## config.mk

```make
export PLATFORM = sky130hd
export DESIGN_NAME = ahbl_sram_excl
export DESIGN_NICKNAME = d
export VERILOG_FILES = /design/src/rtl/ahbl_pkg.sv /design/src/rtl/ahbl_excl_monitor.sv /design/src/rtl/ahbl_sram_excl.sv
export SDC_FILE = /design/constraint.sdc
export NUM_CORES = 1
export LEC_CHECK = 0
export ABC_AREA = 0
export CAP_MARGIN = 0
export CELL_PAD_IN_SITES_DETAIL_PLACEMENT = 1
export CELL_PAD_IN_SITES_GLOBAL_PLACEMENT = 2
export CORE_MARGIN = 2
export CORE_UTILIZATION = 30
export CTS_CLUSTER_SIZE = 24
export DETAILED_ROUTE_END_ITERATION = 12
export PLACE_DENSITY = 0.85
export SYNTH_ARGS = -nofsm -noshare
export SYNTH_HDL_FRONTEND = slang
export SYNTH_SLANG_ARGS = --single-unit
export TNS_END_PERCENT = 20
```

## constraint.sdc

```tcl
create_clock -name clk -period 2.7 [get_ports clk]
set_input_delay 0.54 -clock clk [delete_from_list [all_inputs] [get_ports clk]]
set_output_delay 0.54 -clock clk [all_outputs]
set_load 0.01 [all_outputs]
```

## src/rtl/ahbl_pkg.sv

```systemverilog
// AHB-Lite shared definitions: transfer/size encodings, response
// states and the byte-lane mask helper.
package ahbl_pkg;

    localparam logic [1:0] HTRANS_IDLE = 2'b00;
    localparam logic [1:0] HTRANS_BUSY = 2'b01;
    localparam logic [1:0] HTRANS_NSEQ = 2'b10;
    localparam logic [1:0] HTRANS_SEQ  = 2'b11;

    localparam logic [2:0] HSIZE_BYTE  = 3'd0;
    localparam logic [2:0] HSIZE_HALF  = 3'd1;
    localparam logic [2:0] HSIZE_WORD  = 3'd2;
    localparam logic [2:0] HSIZE_DWORD = 3'd3;

    typedef enum logic [1:0] {
        RSP_OK   = 2'd0,
        RSP_ERR1 = 2'd1,
        RSP_ERR2 = 2'd2
    } rsp_e;

    // Lanes touched by a transfer of 2**size bytes at byte offset lsb,
    // for data paths up to 64 bits; callers slice to their width.
    function automatic logic [7:0] size_mask(
        input logic [2:0] lsb,
        input logic [2:0] size
    );
        logic [7:0] base;
        logic [2:0] off;
        unique case (size)
            HSIZE_BYTE: base = 8'h01;
            HSIZE_HALF: base = 8'h03;
            HSIZE_WORD: base = 8'h0f;
            default:    base = 8'hff;
        endcase
        off = lsb & ~((3'd1 << size) - 3'd1);
        return base << off;
    endfunction

endpackage

```

## src/rtl/ahbl_excl_monitor.sv

```systemverilog
// Per-master exclusive reservation slots, updated in address-phase
// order; pass result is held for the following data phase.
module ahbl_excl_monitor
    import ahbl_pkg::*;
#(
    parameter int N_MASTERS   = 4,
    parameter int W_SRAM_ADDR = 12
) (
    input  logic                   clk,
    input  logic                   rst_n,
    input  logic                   hready_i,
    input  logic                   valid_i,
    input  logic                   write_i,
    input  logic                   excl_i,
    input  logic [7:0]             master_i,
    input  logic [W_SRAM_ADDR-1:0] addr_i,
    output logic                   pass_o
);

    logic [N_MASTERS-1:0]                  slot_v_q, slot_v_d;
    logic [N_MASTERS-1:0][W_SRAM_ADDR-1:0] slot_a_q, slot_a_d;
    logic                                  pass_q, pass_d;
    logic                                  own, hit, clr, set;

    always_comb begin
        own = 1'b0;
        hit = 1'b0;
        for (int i = 0; i < N_MASTERS; i++) begin
            if (master_i == 8'(i)) begin
                own = 1'b1;
                hit = slot_v_q[i] && (slot_a_q[i] == addr_i);
            end
        end
        pass_d = valid_i && excl_i && (write_i ? hit : own);
        clr    = valid_i && write_i && (!excl_i || hit);
        set    = valid_i && !write_i && excl_i && own;
        slot_v_d = slot_v_q;
        slot_a_d = slot_a_q;
        for (int i = 0; i < N_MASTERS; i++) begin
            if (clr && slot_a_q[i] == addr_i)
                slot_v_d[i] = 1'b0;
        end
        // Set is applied last so it wins over a clear of the same slot
        for (int i = 0; i < N_MASTERS; i++) begin
            if (set && master_i == 8'(i)) begin
                slot_v_d[i] = 1'b1;
                slot_a_d[i] = addr_i;
            end
        end
    end

    always_ff @(posedge clk or negedge rst_n) begin
        if (!rst_n) begin
            slot_v_q <= '0;
            slot_a_q <= '0;
            pass_q   <= 1'b0;
        end else begin
            slot_v_q <= slot_v_d;
            slot_a_q <= slot_a_d;
            if (hready_i)
                pass_q <= pass_d;
        end
    end

    assign pass_o = pass_q;

endmodule

```

## src/rtl/ahbl_sram_excl.sv

```systemverilog
// Zero-wait AHB-Lite SRAM responder with one-entry write buffer,
// read-data merging and an exclusive-access monitor.
module ahbl_sram_excl
    import ahbl_pkg::*;
#(
    parameter int W_ADDR      = 32,
    parameter int W_DATA      = 32,
    parameter int DEPTH       = 4096,
    parameter int N_MASTERS   = 4,
    parameter int W_SRAM_ADDR = $clog2(DEPTH)
) (
    input  logic                   clk,
    input  logic                   rst_n,
    input  logic                   ahbls_hready,
    output logic                   ahbls_hready_resp,
    output logic                   ahbls_hresp,
    input  logic [W_ADDR-1:0]      ahbls_haddr,
    input  logic                   ahbls_hwrite,
    input  logic [1:0]             ahbls_htrans,
    input  logic [2:0]             ahbls_hsize,
    input  logic [2:0]             ahbls_hburst,
    input  logic [3:0]             ahbls_hprot,
    input  logic                   ahbls_hmastlock,
    input  logic [W_DATA-1:0]      ahbls_hwdata,
    output logic [W_DATA-1:0]      ahbls_hrdata,
    input  logic                   ahbls_hexcl,
    input  logic [7:0]             ahbls_hmaster,
    output logic                   ahbls_hexokay,
    output logic [W_SRAM_ADDR-1:0] sram_addr,
    output logic [W_DATA-1:0]      sram_wdata,
    output logic [W_DATA/8-1:0]    sram_wbmask,
    output logic                   sram_wen,
    output logic                   sram_ren,
    input  logic [W_DATA-1:0]      sram_rdata
);

    localparam int W_BYTES = W_DATA / 8;
    localparam int W_LANE  = $clog2(W_BYTES);

    logic                   ap_acc, ap_err, ap_ok, ap_rd, ap_wr;
    logic [W_SRAM_ADDR-1:0] ap_addr;
    logic [7:0]             ap_mask8;
    logic [W_BYTES-1:0]     ap_mask;

    rsp_e                   rsp_q, rsp_d;

    logic                   dph_rd_q, dph_wr_q, dph_ex_q;
    logic [W_SRAM_ADDR-1:0] dph_addr_q;
    logic [W_BYTES-1:0]     dph_mask_q;

    logic                   wb_v_q;
    logic [W_SRAM_ADDR-1:0] wb_addr_q;
    logic [W_DATA-1:0]      wb_data_q;
    logic [W_BYTES-1:0]     wb_mask_q;

    logic                   mon_pass, wr_now;
    logic [W_DATA-1:0]      rd_merged;

    logic                   unused;
    assign unused = ^{ahbls_hburst, ahbls_hprot, ahbls_hmastlock,
                      ahbls_haddr, ahbls_htrans[0]};

    assign ap_acc   = ahbls_hready && ahbls_htrans[1];
    assign ap_err   = ap_acc && (ahbls_hsize > 3'(W_LANE));
    assign ap_ok    = ap_acc && !ap_err;
    assign ap_rd    = ap_ok && !ahbls_hwrite;
    assign ap_wr    = ap_ok && ahbls_hwrite;
    assign ap_addr  = ahbls_haddr[W_LANE +: W_SRAM_ADDR];
    assign ap_mask8 = size_mask(3'(ahbls_haddr[W_LANE-1:0]), ahbls_hsize);
    assign ap_mask  = ap_mask8[W_BYTES-1:0];

    always_comb begin
        rsp_d = RSP_OK;
        unique case (rsp_q)
            RSP_ERR1: rsp_d = RSP_ERR2;
            default:  rsp_d = ap_err ? RSP_ERR1 : RSP_OK;
        endcase
    end

    always_ff @(posedge clk or negedge rst_n) begin
        if (!rst_n)
            rsp_q <= RSP_OK;
        else
            rsp_q <= rsp_d;
    end

    assign ahbls_hready_resp = (rsp_q != RSP_ERR1);
    assign ahbls_hresp       = (rsp_q != RSP_OK);

    always_ff @(posedge clk or negedge rst_n) begin
        if (!rst_n) begin
            dph_rd_q   <= 1'b0;
            dph_wr_q   <= 1'b0;
            dph_ex_q   <= 1'b0;
            dph_addr_q <= '0;
            dph_mask_q <= '0;
        end else if (ahbls_hready) begin
            dph_rd_q   <= ap_rd;
            dph_wr_q   <= ap_wr;
            dph_ex_q   <= ap_ok && ahbls_hexcl;
            dph_addr_q <= ap_addr;
            dph_mask_q <= ap_mask;
        end
    end

    ahbl_excl_monitor #(
        .N_MASTERS   (N_MASTERS),
        .W_SRAM_ADDR (W_SRAM_ADDR)
    ) u_mon (
        .clk      (clk),
        .rst_n    (rst_n),
        .hready_i (ahbls_hready),
        .valid_i  (ap_ok),
        .write_i  (ahbls_hwrite),
        .excl_i   (ahbls_hexcl),
        .master_i (ahbls_hmaster),
        .addr_i   (ap_addr),
        .pass_o   (mon_pass)
    );

    assign ahbls_hexokay = mon_pass;
    assign wr_now = dph_wr_q && (!dph_ex_q || mon_pass) && ahbls_hready;

    // Data goes straight to SRAM when the port is free; only a read
    // address phase in the same cycle parks it in the buffer. The buffer
    // then drains before the next write data phase can arrive.
    assign sram_ren    = ap_rd;
    assign sram_wen    = !ap_rd && (wb_v_q || wr_now);
    assign sram_wdata  = wb_v_q ? wb_data_q : ahbls_hwdata;
    assign sram_wbmask = wb_v_q ? wb_mask_q : dph_mask_q;
    assign sram_addr   = ap_rd  ? ap_addr :
                         wb_v_q ? wb_addr_q : dph_addr_q;

    always_ff @(posedge clk or negedge rst_n) begin
        if (!rst_n) begin
            wb_v_q    <= 1'b0;
            wb_addr_q <= '0;
            wb_data_q <= '0;
            wb_mask_q <= '0;
        end else if (wr_now && ap_rd) begin
            wb_v_q    <= 1'b1;
            wb_addr_q <= dph_addr_q;
            wb_data_q <= ahbls_hwdata;
            wb_mask_q <= dph_mask_q;
        end else if (wb_v_q && !ap_rd) begin
            wb_v_q    <= 1'b0;
        end
    end

    always_comb begin
        rd_merged = sram_rdata;
        if (wb_v_q && wb_addr_q == dph_addr_q) begin
            for (int b = 0; b < W_BYTES; b++) begin
                if (wb_mask_q[b])
                    rd_merged[8*b +: 8] = wb_data_q[8*b +: 8];
            end
        end
        ahbls_hrdata = dph_rd_q ? rd_merged : '0;
    end

endmodule

```

==> impl_metrics.ini, run 1 <==
[status]
violations = negative setup slack
outcome = finished, violations left

[sta]
whs_ns = 0.138
clock_skew_ns = 0.00748
slew_headroom = 0.566
finalHoldViolations = 0
rsz0062_at_grt = yes
setup_viol = 32
fin_ws_ns = -0.155
period_needed_ns = 2.86
timing.final.crit_share = 1.06
maxSlewViolCount = 0
max_freq_mhz = 350
tightestPinTransition_ns = 0.651

[critical_path]
cp-startpoint = dph_addr_q[8]$_DFFE_PN0P_
startpoint_type = register
crit_required_ns = 2.16
worstSetupEndpointType = output pin
r2r_slack_ns = 0.56
r2r-end = u_mon.slot_v_q[2]$_DFFE_PN0P_
rr_worst_depth = 7
path_class = register to output pin
path_max_fanout = 8
arrival_ns = 2.32
rr_startpoint = u_mon.slot_a_q[16]$_DFFE_PN0P_
cp-endpoint = ahbls_hrdata[20]

[cts]
clock_latency_ns = 0.42
cts_sinks = 123
clockBufferDepth = 2
htreeDepth = 4
clk_pin_slew_ns = 0.06
cts_tree = yes
cts-root-buf = clkbuf_16
cts_inserted_buffers = 17

[grt]
grt_pass1_wl_mm = 33.0
grt_pass1_vias = 5957
track_usage = 0.180
grt_overflow = 0
antenna_found_initial = 2
grt_max_degree = 59

[route]
wirelength_mm = 20.4
first_pass_iters = 4
drc = 0
drt-initial-drc-count = 134
wl_met3_um = 886
num_vias = 5281
wire_per_inst_um = 18.6
met1_length_mm = 8.37
via_per_inst = 4.82
postRouteAntennaNets = 0
dr_wl_met2_mm = 10.8
dr.max_layer_used = met4

[floorplanning]
rows = 54
die_area_um2 = 23300
coreArea_um2 = 21800
fp.dieH_um = 153
dieWidth_um = 153
ioPinCount = 207
start_util = 0.305

[synth]
synth_top_area_share = 0.464
netlist_area_um2 = 6640
synth_top_cell_by_area = dfrtp_1
yosys.area_share.simple = 0.0832
synth_area_leaders = dfrtp_1 (46%), mux2_2 (23%), xnor2_1 (6.9%)
synth_top_family_by_area = multiplexers
synthAdderAreaFrac = 0
synth_warnings = 0
synth_mux_area_frac = 0.316
synth_xor_area_frac = 0.0792
syn-instance-count = 561
ys_ff_latch = 123
ys_types = 40
synth.avg_cell_area_um2 = 11.8
syn-num-nets = 683
synth-compound-area-share = 0.0304
yosysSeqAreaShare = 0.464

[placed_design]
gp_congestion = 0.890
place_hpwl_mm = 15.1
port_buffers = 179

[power]
power.leakage_uw = 0.00464
vdd_drop_max_mv = 0.363
power_density_nw_per_um2 = 524

[layout]
fin_util = 0.454
nets = 923
layout-drive-gt1-share = 0.381
area_growth_pct = 48.8

[hold_path]
hold_class = primary input to async pin

[flow_run]
cap_violations = 0
## through the flow
step	setup TNS, ns	cell area (µm²)	setup slack [ns]	std cells	power, µW
5_1_grt	-7.90	9870	-0.310	1096	5380
2_1_floorplan	0	6640	0.259	561	2290
3_3_place_gp	-14.74	9350	-0.386	1061	2760
4_1_cts	-4.90	9890	-0.213	1093	5240
6_report	-2.52	9870	-0.155	1096	5180
3_5_place_dp	-18.99	9350	-0.437	1061	2790
## power breakdown
| group | internal, µW | leakage, µW | switching, µW | total [µW] |
|---|---|---|---|---|
| registers | 1920 | 0.00164 | 61.5 | 1980 |
| logic | 436 | 0.00269 | 320 | 756 |
| clock network | 1590 | 0.000305 | 841 | 2440 |
| total | 3950 | 0.00464 | 1220 | 5180 |
## worst max-delay path, stage by stage (launching register included)
cell     delay [ns]
dfrtp_1        0.40
xnor2_1        0.20
nand3_2        0.10
nor4_2         0.31
buf_4          0.21
nand2_2        0.08
buf_12         0.15
mux2i_1        0.13
nor2_1         0.15
buf_2          0.15
## cells in the mapped netlist
master	number
a21oi_1	2
nand3_1	3
o21ai_0	19
nor4b_1	2
and4b_1	1
buf_4	1
nand2b_1	5
nor2_1	44
nand2_1	28
xnor2_1	52
mux2_4	9
nor3_1	3
o22ai_1	2
mux2i_1	44
nand3b_1	1
nor2b_1	3
clkbuf_1	23
or4_4	1
buf_2	5
nor3_4	1
dfrtp_1	123
or2_2	1
nor4b_2	1
mux2_2	135
o211a_1	1
a31oi_1	4
inv_1	8
nor4_1	3
buf_1	6
o221ai_1	2
a21boi_0	1
xor2_1	8
nand3_2	1
o21bai_1	1
or4_1	1
buf_6	1
o211ai_1	1
nand4_1	12
and3_1	1
a32oi_1	1
## placed cells by master (no fill, tap or decap), types with 3 or more instances in the layout
master           synthesis  final
nor2_1                  44     43
clkbuf_2                 0      5
nand4_1                 12     12
nand2b_1                 5      5
xor2_1                   8      8
mux2i_1                 44     43
nor3_1                   3      3
buf_12                   0     10
a31oi_1                  4      4
o21ai_0                 19     19
clkbuf_1                23      3
nand2_1                 28     25
xnor2_1                 52     51
bufinv_16                0      4
clkdlybuf4s15_2          0      5
clkbuf_16                0     17
dfrtp_1                123    122
inv_1                    8      7
mux2_2                 135    135
clkdlybuf4s50_1          0    132
buf_4                    1     66
clkdlybuf4s15_1          0      3
mux2_4                   9      9
buf_2                    5     31
## cell families (layout without fill, tap and decap cells)
kind of cell,count (synthesis),count (layout)
compound gates,34,34
xor+xnor,60,60
buf+inv,44,297
flops,123,123
mux,188,188
other cells,0,2
simple gates,112,112
## cell type report
| class | instances | area [µm²] |
|---|---|---|
| fill | 2307 | 11900 |
| multi-input combinational | 394 | 3440 |
| sequential | 123 | 3080 |
| timing repair buffer | 257 | 2340 |
| clock buffer | 22 | 464 |
| tap | 280 | 350 |
| clock inverter | 10 | 164 |
| inverter | 8 | 30.0 |
| antenna | 2 | 5.00 |
## how the worst min path moves through the flow
stage,slack [ns],endpoint,cells past startpoint
after global placement,0.50,rsp_q[1]$_DFF_PN0_,2
after floorplan,0.24,dph_addr_q[0]$_DFFE_PN0P_,0
final,0.14,wb_data_q[3]$_DFFE_PN0P_,1
after global routing,0.17,wb_data_q[6]$_DFFE_PN0P_,1
after CTS,0.15,wb_data_q[5]$_DFFE_PN0P_,1
after detailed placement,0.51,rsp_q[1]$_DFF_PN0_,2
## state kept, by name (all words and copies together), names as in the netlist
register        flops
wb_mask_q           4
wb_v_q              1
u_mon.pass_o        1
dph_mask_q          4
u_mon.slot_a_q     48
dph_wr_q            1
wb_addr_q          12
rsp_q               2
dph_ex_q            1
wb_data_q          32
dph_rd_q            1
dph_addr_q         12
u_mon.slot_v_q      4
## layer usage
metal  vias up  GRT usage
met5         -          0
met4         0     0.0586
met2       143      0.330
met3        28     0.0390
met1      2670      0.208
li1       2440          -
## repair_timing
| action | 4_1_cts | 5_1_grt |
|---|---|---|
| endpoints found under the setup margin | 46 | 45 |
| hold buffers | 0 | 0 |
| resized for setup | 163 | 21 |
| pin swaps | 6 | 4 |
| setup buffers | 1 | 1 |
Power figures use the tool's default switching activity.
==> run 2, diff against run 1 <==
--- a/config.mk
+++ b/config.mk
@@ -5,7 +5,7 @@
 export SDC_FILE = /design/constraint.sdc
 export NUM_CORES = 1
 export LEC_CHECK = 0
-export ABC_AREA = 0
+export ABC_CLOCK_PERIOD_IN_PS = 2700
 export CAP_MARGIN = 0
 export CELL_PAD_IN_SITES_DETAIL_PLACEMENT = 1
 export CELL_PAD_IN_SITES_GLOBAL_PLACEMENT = 2
==> results of run 2 <==
No change in the layout: final DEF, timing and power equal those of run 1.
